[src/rtl/pe_pkg.sv]
// Constants and result types shared between pe_array and pe_result_collector.
package pe_pkg;

    localparam int ARRAY_WIDTH = 8;
    localparam int MAC_W       = 19;
    localparam int VEC_NUM     = 8;
    localparam int FIFO_DEPTH  = 8;

    typedef logic [MAC_W-1:0] mac_t;
    typedef mac_t [ARRAY_WIDTH-1:0] mac_vec_t;

endpackage

[src/rtl/pe_col_fifo.sv]
// Single-clock FIFO holding one column's MAC results until the whole row vector is present.
module pe_col_fifo #(
    parameter int W     = 19,
    parameter int DEPTH = 8
) (
    input  logic         clk_i,
    input  logic         clr_i,
    input  logic         push_i,
    input  logic [W-1:0] data_i,
    input  logic         pop_i,
    output logic [W-1:0] head_o,
    output logic         full_o,
    output logic         empty_o
);

    localparam int PW = $clog2(DEPTH);
    localparam int CW = PW + 1;

    logic [W-1:0]  mem [DEPTH];
    logic [PW-1:0] wr_ptr;
    logic [PW-1:0] rd_ptr;
    logic [CW-1:0] count;
    logic          push_ok;
    logic          pop_ok;

    // A push into a full FIFO is only taken when the head leaves in the same cycle.
    assign push_ok = push_i && (!full_o || pop_i);
    assign pop_ok  = pop_i && !empty_o;

    always_ff @(posedge clk_i) begin
        if (clr_i) begin
            wr_ptr <= '0;
            rd_ptr <= '0;
            count  <= '0;
            for (int i = 0; i < DEPTH; i++) begin
                mem[i] <= '0;
            end
        end else begin
            if (push_ok) begin
                mem[wr_ptr] <= data_i;
                wr_ptr      <= wr_ptr + PW'(1);
            end
            if (pop_ok) begin
                rd_ptr <= rd_ptr + PW'(1);
            end
            count <= count + CW'(push_ok) - CW'(pop_ok);
        end
    end

    assign head_o  = mem[rd_ptr];
    assign full_o  = (count == CW'(DEPTH));
    assign empty_o = (count == '0);

endmodule

[src/rtl/pe_result_collector.sv]
// Re-aligns skewed pe_array column results into row vectors on a valid/ready stream.
// Optional PE_COLLECT_RELU_EN zeroes negative lanes at the output.
module pe_result_collector
    import pe_pkg::*;
#(
    parameter int ARRAY_WIDTH = pe_pkg::ARRAY_WIDTH,
    parameter int MAC_W       = pe_pkg::MAC_W,
    parameter int FIFO_DEPTH  = pe_pkg::FIFO_DEPTH,
    parameter int VEC_NUM     = pe_pkg::VEC_NUM
) (
    input  logic                              clk_i,
    input  logic                              rst_i,
    input  logic                              start_vi,
    input  logic [ARRAY_WIDTH-1:0][MAC_W-1:0] mac_i,
    input  logic [ARRAY_WIDTH-1:0]            mac_v_i,
    output logic [ARRAY_WIDTH-1:0][MAC_W-1:0] res_o,
    output logic                              res_v_o,
    input  logic                              res_ready_i,
    output logic                              res_last_o,
    output logic                              ovf_o
);

    localparam int CNT_W = (VEC_NUM > 1) ? $clog2(VEC_NUM) : 1;

    logic [ARRAY_WIDTH-1:0][MAC_W-1:0] head;
    logic [ARRAY_WIDTH-1:0]            full_vec;
    logic [ARRAY_WIDTH-1:0]            empty_vec;
    logic [ARRAY_WIDTH-1:0]            drop_vec;
    logic [CNT_W-1:0]                  vec_cnt;
    logic                              clr;
    logic                              pop;

    assign clr = rst_i || start_vi;
    assign pop = res_v_o && res_ready_i;

    for (genvar c = 0; c < ARRAY_WIDTH; c++) begin : g_col
        pe_col_fifo #(
            .W     (MAC_W),
            .DEPTH (FIFO_DEPTH)
        ) u_fifo (
            .clk_i   (clk_i),
            .clr_i   (clr),
            .push_i  (mac_v_i[c]),
            .data_i  (mac_i[c]),
            .pop_i   (pop),
            .head_o  (head[c]),
            .full_o  (full_vec[c]),
            .empty_o (empty_vec[c])
        );
    end

    assign res_v_o    = &(~empty_vec);
    assign res_last_o = res_v_o && (vec_cnt == CNT_W'(VEC_NUM - 1));

    // The array cannot be stalled, so a push into a full, non-popping FIFO is lost.
    assign drop_vec = mac_v_i & full_vec & {ARRAY_WIDTH{~pop}};

    always_ff @(posedge clk_i) begin
        if (clr) begin
            vec_cnt <= '0;
            ovf_o   <= 1'b0;
        end else begin
            if (pop) begin
                vec_cnt <= (vec_cnt == CNT_W'(VEC_NUM - 1)) ? '0 : vec_cnt + CNT_W'(1);
            end
            if (|drop_vec) begin
                ovf_o <= 1'b1;
            end
        end
    end

    always_comb begin
        res_o = head;
`ifdef PE_COLLECT_RELU_EN
        for (int c = 0; c < ARRAY_WIDTH; c++) begin
            if (head[c][MAC_W-1]) begin
                res_o[c] = '0;
            end
        end
`endif
    end

endmodule

[config.mk]
export PLATFORM = sky130hd
export DESIGN_NAME = pe_result_collector
export DESIGN_NICKNAME = d
export VERILOG_FILES = /design/src/rtl/pe_pkg.sv /design/src/rtl/pe_col_fifo.sv /design/src/rtl/pe_result_collector.sv
export SDC_FILE = /design/constraint.sdc
export NUM_CORES = 2
export LEC_CHECK = 0
export BUFFER_PORTS_ARGS = -buffer_cell sky130_fd_sc_hd__buf_4
export CORE_MARGIN = 1
export CORE_UTILIZATION = 55
export DETAILED_ROUTE_END_ITERATION = 12
export PLACE_DENSITY = 0.74
export REMOVE_ABC_BUFFERS = 1
export SLEW_MARGIN = 40
export SYNTH_ARGS = -nofsm -noshare
export SYNTH_HDL_FRONTEND = slang
export SYNTH_SLANG_ARGS = --single-unit
export TNS_END_PERCENT = 20
[constraint.sdc]
create_clock -name clk_i -period 4 [get_ports clk_i]
set_clock_uncertainty 0.15 [all_clocks]
set_input_delay 0.2 -clock clk_i [delete_from_list [all_inputs] [get_ports clk_i]]
set_output_delay 0.2 -clock clk_i [all_outputs]
set_load 0.05 [all_outputs]
==> impl_metrics.env <==
export IMPL_status="complete, no violations"
export IMPL_cts_sinks=1324
export IMPL_ant_nets=0
export IMPL_yosysUniqueCellTypes=54
export IMPL_dr_wl_met2_um=71000
export IMPL_yosysTopAreaCell="edfxtp_1"
export IMPL_rr_worst_depth=9
export IMPL_hold_path_cell_count=3
export IMPL_yosysWarnings=0
export IMPL_fillers=7311
export IMPL_startpoint="g_col[5].u_fifo.count[2]$_SDFF_PP0_"
export IMPL_p_leak_nw=25.9
export IMPL_syn2layout_area_growth_pct=19.4
export IMPL_layout_nets=4794
export IMPL_numPortBuffers=318
export IMPL_cts_htree_levels=4
export IMPL_cts_tree="done"
export IMPL_firstDrtPassIters=6
export IMPL_cts_made_buffers=138
export IMPL_placed_area_um2=63400
export IMPL_power_density_nw_per_um2=440
export IMPL_antenna_found_initial=5
export IMPL_drt_total_wl_um=142000
export IMPL_top_layer="met5"
export IMPL_critical_path_peak_fanout=19
export IMPL_cp_endpoint="g_col[5].u_fifo.mem[4][2]$_SDFFCE_PN0P_"
export IMPL_tightest_slew_ps=837
export IMPL_r2r_end="g_col[5].u_fifo.mem[4][2]$_SDFFCE_PN0P_"
export IMPL_worstSkewPairLatency_ps=730
export IMPL_drv_cap=0
export IMPL_endpoint_kind="flip-flop"
export IMPL_min_period_over_period_pct=92.7
export IMPL_postCtsHoldBufs=164
export IMPL_synthTopCellsByCount="edfxtp_1, nor2_1, mux4_2, and2_1, nand2_1"
export IMPL_synth_area_leaders="edfxtp_1, mux4_2, nor2_1"
export IMPL_io_pins=319
export IMPL_period_minus_slack_ps=3710
export IMPL_worst_ir_drop_vdd_mv=0.356
export IMPL_synth_most_common_cell="edfxtp_1"
export IMPL_placed_cells=5636
export IMPL_cts_setup_buffers=0
export IMPL_cts_root_buffer="clkbuf_16"
export IMPL_syn_avg_cell_area_um2=14.6
export IMPL_max_freq_mhz=270
export IMPL_drc_errors=0
export IMPL_grt_pass1_vias=36998
export IMPL_yosysTopAreaCellShare_pct=62.8
export IMPL_synth_ff_latch_count=1324
export IMPL_ys_flop_type="edfxtp_1"
export IMPL_synth_edff_count=1216
export IMPL_clk_pin_slew_ps=60
export IMPL_coreArea_um2=104000
export IMPL_fin_area_um2=69400
export IMPL_die_area_um2=107000
export IMPL_criticalPathCategory="flip-flop to flip-flop"
export IMPL_finalHoldViolCount=0
export IMPL_met3_length_um=9940
export IMPL_drt_iter0_drc=3294
export IMPL_gr_total_overflow=0
export IMPL_routedWlPerCell_um=23.4
export IMPL_die_width_um=327
export IMPL_fin_ws_ps=292
export IMPL_setup_viol=0
export IMPL_grt_max_degree=68
export IMPL_hold_path_class="input port to flip-flop"
export IMPL_via_per_inst=5.86
export IMPL_drt_met1_wl_um=55800
export IMPL_worstSetupStartpointType="flip-flop"
export IMPL_cp_arrival_ps=3940
export IMPL_reg2reg_slack_ps=290
export IMPL_drive_gt1_share_pct=27.3
export IMPL_r2r_start="g_col[5].u_fifo.count[2]$_SDFF_PP0_"
export IMPL_gp_congestion=0.802
export IMPL_hpwl_um=83400
export IMPL_async_flop_share_pct=0
export IMPL_cts_resized=0
export IMPL_rows=118
export IMPL_drv_slew=0
export IMPL_die_h_um=327
export IMPL_dpl_worst_slack_ps=324
export IMPL_final_cells=6045
export IMPL_vias=35425
export IMPL_total_power_mw=30.5
export IMPL_worstPathRequired_ps=4230
export IMPL_grtUsageTotal_pct=26.7
export IMPL_seq_area_frac_synth_pct=66.5
export IMPL_initial_utilization_pct=55.8
export IMPL_syn_area_um2=58200
export IMPL_cts_max_path_buffers=3
export IMPL_grt_pass1_wl_um=215000
export IMPL_postSynthCellCount=3996
export IMPL_slew_headroom_pct=44.1
export IMPL_rsz0062_at_grt="false"
per-stage QoR:
step / util [%] / hold slack [ps] / setup TNS, ps
2_1_floorplan: - / 229 / -2219690
3_3_place_gp: 60.7 / 292 / 0
3_5_place_dp: 60.8 / 299 / 0
4_1_cts: 66.6 / 1.60 / 0
5_1_grt: 66.6 / 67.9 / 0
6_report: 66.6 / 45.7 / 0
flip-flops by register name, indices dropped and copies added, names as in the netlist, named ones only:
| signal | cells |
|---|---|
| g_col.u_fifo.wr_ptr | 24 |
| g_col.u_fifo.rd_ptr | 24 |
| ovf_o | 1 |
| g_col.u_fifo.count | 32 |
| g_col.u_fifo.mem | 1216 |
| vec_cnt | 3 |
cell usage in the layout, fill, tap and decap left out, types with 61 or more instances in the layout:
| master | instances |
|---|---|
| ha_1 | 61 |
| edfxtp_1 | 1216 |
| nand2_1 | 217 |
| dlygate4sd3_1 | 164 |
| nor2_1 | 1056 |
| dfxtp_1 | 85 |
| and2_1 | 231 |
| mux4_2 | 304 |
| mux2_2 | 158 |
| clkbuf_16 | 145 |
| buf_4 | 457 |
worst min-delay path by stage:
stage	from	slack, ps	endpoint
global route	mac_v_i[1]	70	g_col[1].u_fifo.mem[5][4]$_SDFFCE_PN0P_
detailed placement	vec_cnt[1]$_SDFFE_PP0N_	300	vec_cnt[1]$_SDFFE_PP0N_
floorplan	rst_i	230	g_col[3].u_fifo.wr_ptr[0]$_SDFFE_PP0P_
CTS	mac_v_i[2]	2	g_col[2].u_fifo.mem[0][6]$_SDFFCE_PN0P_
global placement	vec_cnt[1]$_SDFFE_PP0N_	290	vec_cnt[1]$_SDFFE_PP0N_
finish	mac_v_i[2]	50	g_col[2].u_fifo.mem[0][16]$_SDFFCE_PN0P_
where the power goes:
group	internal, mW	switching (mW)
combinational	0.811	1.39
sequential	15.6	0.185
clock	7.27	5.21
total	23.7	6.79
cell type report:
| class | instances | area, um^2 | share of cell area [%] |
|---|---|---|---|
| Antenna cell | 2 | 5.00 | 0.00721 |
| Timing Repair Buffer | 645 | 5540 | 7.99 |
| Clock buffer | 170 | 3740 | 5.39 |
| Clock inverter | 72 | 642 | 0.925 |
| Sequential cell | 1324 | 38700 | 55.8 |
| Tap cell | 1380 | 1730 | 2.49 |
| Multi-Input combinational cell | 2398 | 18800 | 27.1 |
| Inverter | 54 | 203 | 0.292 |
logic make-up (layout without fill, tap and decap cells):
logic type	count (synthesis)	after routing	synth area share, %
other	0	2	0
multiplexers	470	470	15.0
flip-flops	1324	1324	66.5
adder cells (fa/ha/maj)	69	69	1.59
AND/OR/NAND/NOR	1695	1695	13.1
buffers and inverters	274	941	1.87
AO/OA/AOI/OAI	132	132	1.50
XOR/XNOR	32	32	0.482
per-layer routing:
layer / vias to the layer above / global-route usage, %
met3: 333 / 4.86
met5: - / 0
met1: 17890 / 35.0
met2: 1382 / 44.6
li1: 15814 / -
met4: 6 / 10.6
worst max-delay path, cell delays in order, from the launching register on:
cell     delay, ps
dfxtp_1        310
inv_1           70
ha_1           190
nor3b_1        180
or4_2         1050
o31ai_1        340
buf_4          230
nand3_1        250
o31ai_4        250
buf_4          350
No activity file was read; power rests on OpenSTA's default activity.
